===== config.mk =====
export PLATFORM = sky130hd
export DESIGN_NAME = stream_fifo_wrapper
export DESIGN_NICKNAME = d
export VERILOG_FILES = /design/src/rtl/stream_fifo_wrapper.sv
export SDC_FILE = /design/constraint.sdc
export NUM_CORES = 1
export LEC_CHECK = 0
export BUFFER_PORTS_ARGS = -buffer_cell sky130_fd_sc_hd__clkbuf_2
export CAP_MARGIN = 20
export CORE_ASPECT_RATIO = 0.7
export CORE_MARGIN = 1.5
export CORE_UTILIZATION = 45
export DETAILED_ROUTE_END_ITERATION = 8
export SLEW_MARGIN = 25
export SYNTH_ARGS = -nofsm -noshare
export SYNTH_HDL_FRONTEND = slang
export SYNTH_SLANG_ARGS = --single-unit
export TNS_END_PERCENT = 50

===== constraint.sdc =====
create_clock -name clk -period 3.7 [get_ports clk]
set_input_delay 0 -clock clk [delete_from_list [all_inputs] [get_ports clk]]
set_output_delay 0 -clock clk [all_outputs]
set_load 0.005 [all_outputs]

===== src/rtl/stream_fifo_wrapper.sv =====
// stream_fifo_wrapper
// ----------------------------------------------------------------------------
// Single-clock first-word-fall-through FIFO with valid/ready handshakes on
// both sides. It buffers byte streams between the host interface and the
// decoder core. One instance is used for each direction.
//
// Ports
//   clk           rising-edge clock for all state
//   reset         synchronous reset, active low (asserted when 0)
//   input_data    write data from upstream
//   input_valid   upstream offers input_data this cycle
//   input_ready   FIFO accepts a word this cycle (not full, not in reset)
//   output_data   head-of-queue word, meaningful only while output_valid
//   output_valid  FIFO holds at least one word
//   output_ready  downstream takes the head word this cycle
//
// Parameters
//   WIDTH  data word width in bits
//   DEPTH  number of storage entries, any integer >= 2 (need not be 2^n)
// ----------------------------------------------------------------------------
module stream_fifo_wrapper #(
    parameter int WIDTH = 8,
    parameter int DEPTH = 128
) (
    input  logic             clk,
    input  logic             reset,
    input  logic [WIDTH-1:0] input_data,
    input  logic             input_valid,
    output logic             input_ready,
    output logic [WIDTH-1:0] output_data,
    output logic             output_valid,
    input  logic             output_ready
);

    localparam int PTR_W = (DEPTH > 1) ? $clog2(DEPTH) : 1;
    localparam int CNT_W = $clog2(DEPTH + 1);

    localparam logic [PTR_W-1:0] LAST_PTR   = PTR_W'(DEPTH - 1);
    localparam logic [CNT_W-1:0] FULL_COUNT = CNT_W'(DEPTH);

    logic [WIDTH-1:0] storage [DEPTH];
    logic [PTR_W-1:0] wr_ptr;
    logic [PTR_W-1:0] rd_ptr;
    logic [CNT_W-1:0] count;

    logic push;
    logic pop;

    // DEPTH need not be a power of two, so the pointer wraps explicitly at the
    // last entry instead of relying on natural binary rollover.
    function automatic logic [PTR_W-1:0] next_ptr(input logic [PTR_W-1:0] ptr);
        return (ptr == LAST_PTR) ? '0 : ptr + 1'b1;
    endfunction

    // Both flags depend only on the registered count. That means there is no
    // combinational path from input_valid to output_valid. There is also no
    // path from output_ready to input_ready, so a full FIFO never passes data
    // straight through. Holding input_ready low during reset stops upstream
    // from believing a word was taken while the FIFO is being cleared.
    assign input_ready  = reset && (count != FULL_COUNT);
    assign output_valid = (count != '0);
    assign output_data  = storage[rd_ptr];

    assign push = input_valid && input_ready;
    assign pop  = output_valid && output_ready && reset;

    // Storage is written on every accepted push. It is never cleared, because
    // the count alone decides which entries are live.
    always_ff @(posedge clk) begin
        if (push) begin
            storage[wr_ptr] <= input_data;
        end
    end

    // Pointers and occupancy. A push and a pop in the same cycle leave the
    // count unchanged while both pointers advance.
    always_ff @(posedge clk) begin
        if (!reset) begin
            wr_ptr <= '0;
            rd_ptr <= '0;
            count  <= '0;
        end else begin
            if (push) begin
                wr_ptr <= next_ptr(wr_ptr);
            end
            if (pop) begin
                rd_ptr <= next_ptr(rd_ptr);
            end
            case ({push, pop})
                2'b10:   count <= count + 1'b1;
                2'b01:   count <= count - 1'b1;
                default: count <= count;
            endcase
        end
    end

endmodule


==> results by group <==
Detailed routing
  • Drt total wl: 99.2 mm
  • Via/cell ratio: 5.81
  • Vias: between 20000 and 25000
  • First-iteration detailed-routing DRC count: roughly 2000
  • Routed length per instance: 26.9 um
  • Met2 Wirelength: 42.3 mm
  • Highest metal layer with signal wires: met5
  • Final ANT Viol Nets: 0
  • Number of remaining DRC errors: 0
  • Number of detailed-route iterations in the first pass: 7
  • Detailed-routing wirelength on met1: 46.2 mm
  • Sum of met3 wire segment lengths after detailed routing: about 9 mm

Floorplanning
  • Core area: 91700 sq um
  • Die Area: about 94000 sq um
  • Ports: 22
  • Floorplan die width: 366 um
  • Total number of placement rows: 93
  • Effective utilization at floorplan: 0.453
  • Height of the chip: approximately 260 um

Synth
  • Synth unique cells: a little over 60
  • Adder-cell share of the synthesized area: 0.00150
  • Xor-xnor portion of the synthesized cell area: 0.00316
  • Post-synthesis instance area: 41600 sq um
  • Count of flip-flops with a built-in enable after synthesis: 1024
  • Area share of and/or/nand/nor cells after synthesis: 0.0498
  • #FFs+latches synth: 1053
  • Number of instances in the synthesized netlist: 2295
  • Multiplexer share of the synthesized area: 0.129
  • Post-synthesis net count: 2312
  • Sequential fraction of the synthesis area: 0.754
  • Dominant combinational cell family by area after synthesis: multiplexers
  • Complex-gate fraction of the synthesized area: 0.0442
  • Warnings, synthesis: 0
  • Synthesized area per cell: 18.1 sq um
  • Proportion of register bits with asynchronous set or reset after synthesis: 0
  • Most instantiated flip-flop cell in the synthesis netlist: edfxtp_1

Cells and area
  • Net total in the final layout: 2387
  • Final design utilization: 0.509
  • Number of cells in the finished layout apart from fillers: 3682
  • N_diodes: 0
  • Fillers: around 7400
  • Design area: 46600 sq um
  • Post-synthesis to final-layout area growth: 12.2%
  • Layout cell share with drive strength beyond 1: 0.215

Place
  • Number of buffers added on ports: 21
  • Total placed instance area: 43300 sq um
  • Placed wire-length estimate: 60.9 mm
  • Routability congestion estimate: 0.844
  • Number of instances in the placed design: 3490

Flow run
  • Count of maximum capacitance violations: 0

Timing
  • Final setup skew: between 20 and 25 ps
  • Tightest hold margin: 51.7 ps
  • Upper clock frequency limit: 274 MHz
  • Shortest clock period the worst path allows after layout: 3640 ps
  • Pin slew with the least headroom to its limit: roughly 1000 ps
  • Final number of hold-violating endpoints: 0
  • # setup viols final: 0
  • Number of max-slew violations in the final report: 0
  • Final worst-path cycle share: 0.985
  • Relative max-transition margin: 0.339
  • Total Neg Setup Slack: 0 ps

Pwr
  • Gate power share: 0.089
  • Power per standard cell area: 543 nW/um^2
  • Part of the total power dissipated in the clock network: 0.388
  • Max IR drop VDD: 0.000323 V
  • Sequential share of power: 0.523
  • Net load switching power: 5760 uW
  • Reported leakage power: roughly 0.014 uW
  • Switching Share: 0.227
  • Internal Dissipation: 19600 uW

CTS
  • Clock tree root buffer cell: clkbuf_16
  • Deepest level of the CTS H-tree: 3
  • Inserted Clock Buffers: 96
  • Clock Path Buffers: 3
  • Clk sink count: roughly 1100
  • Clk_lat worst skew: 680 ps
  • CTS tree: done
  • Clock-pin slew of the registers on the worst-case setup and hold paths: approximately 60 ps

Setup path
  • Number of cells on the worst reg-to-reg path: 11
  • Worst setup SP type: flip-flop
  • Kind of end point of the critical path: primary output
  • Crit path max fanout: 32
  • Crit Reg-Reg Startpoint: count[2]
  • Worst EP arrival: roughly 3600 ps
  • Reg-to-reg slack, setup: 450 ps
  • Terminus of the critical flop-to-flop path: count[6]
  • CP required: around 3700 ps
  • Classification of the worst setup path: reg2out

Min path
  • Hold EP: wr_ptr[1]
  • Hold_sp: input_valid
  • Path type of the worst min-delay path: in2reg
  • Number of cells traversed by the worst hold path: 5

GRT
  • Antenna violations before repair: 5
  • Maximum number of pins on one net before global-route repair: a little under 90
  • Global Route Usage Sum: 0.210
  • Global route total overflow: 0
  • Wire length of the first global-routing pass: 145 mm
  • Vias in the first global route: 21200

Status
  • Result of the run: complete, no violations
worst max path at each step:
stage,depth (start not counted),startpoint,end
2_1_floorplan,15,count[4],count[4]
3_3_place_gp,11,count[2],count[6]
3_5_place_dp,9,count[2],count[5]
4_1_cts,8,flip-flop,output_data[7]
5_1_grt,8,flip-flop,output_data[7]
6_report,8,flip-flop,output_data[4]
cell usage in the layout, fill, tap and decap left out, types with 10 or more instances in the layout:
cell type	count
or3_1	16
clkinv_1	15
mux4_2	96
mux2i_1	130
a22oi_1	64
buf_4	70
clkbuf_16	97
buf_12	14
clkbuf_2	13
o22ai_1	113
nor2_1	203
nor3b_1	16
dfxtp_1	25
or4_1	40
clkbuf_1	30
dlygate4sd3_1	10
mux2_2	167
nor2b_1	29
o21ai_0	13
nand2_1	35
a21oi_1	43
xor2_1	10
nor3_1	11
a211oi_1	23
edfxtp_1	1024
layer usage:
layer | vias up | global-route usage
met2 | 807 | 0.295
met1 | 11100 | 0.326
met4 | 4 | 0.0411
li1 | 9371 | -
met3 | 107 | 0.0593
met5 | - | 0.00810
sequential cells by signal (all words and copies together), names as in the netlist, named ones only:
name	count
count	8
rd_ptr	7
wr_ptr	7
storage	1024
timing repair:
item	4_1_cts	5_1_grt
resized for setup	12	8
hold buffers	8	2
setup buffers	5	1
pin swaps	0	0
endpoints found under the hold margin	299	101
setup endpoints to repair	8	7
final cells by class:
type,instances,area [sq um],area share
clock buffer,133,2620,0.0562
clock inverter,42,463,0.00993
inverter,4,15.0,0.000322
multi-input combinational,1102,9570,0.205
sequential,1053,31300,0.672
tap,1235,1550,0.0331
timing repair buffer,113,1070,0.0230
power groups by stage:
stage,combinational (uW),clock (uW),sequential (uW)
floorplan,1340,0,13400
detailed placement,2160,0,13500
global route,2390,10500,13300
CTS,2260,9990,13200
finish,2250,9830,13300
global placement,2120,0,13500
stage by stage:
step           worst slack (ps)  power, uW
2_1_floorplan               251      14800
3_3_place_gp                547      15600
3_5_place_dp                502      15700
4_1_cts                    9.72      25500
5_1_grt                   -5.38      26100
6_report                   55.4      25300
synth_stat cells, types with 21 or more instances:
master / count / area (sq um)
dfxtp_1: 29 / 581
edfxtp_1: 1024 / 30700
mux4_2: 96 / 2160
mux2i_1: 130 / 1300
clkbuf_1: 49 / 184
o22ai_1: 118 / 738
nor2_1: 205 / 769
buf_2: 57 / 285
a22oi_1: 64 / 480
nor3b_1: 21 / 158
mux2_2: 167 / 1880
or4_1: 43 / 323
a211oi_1: 23 / 173
nand2_1: 35 / 131
a21oi_1: 43 / 215
nor2b_1: 31 / 194
worst max-delay path, stage by stage, from the launching register on:
cell and delay, ps:
dfxtp_4 410, buf_12 150, or4b_1 530, buf_4 290
o22ai_1 240, or3_1 290, nor3_1 130, or4_1 670
clkbuf_2 190
cells by family (layout without fill, tap and decap cells):
group	Yosys count	after routing
AO/OA/AOI/OAI	280	280
XOR/XNOR	15	15
adder cells (fa/ha/maj)	5	5
buffers and inverters	140	292
flip-flops	1053	1053
multiplexers	396	396
AND/OR/NAND/NOR	406	406
(Power assumes the default switching activity.)
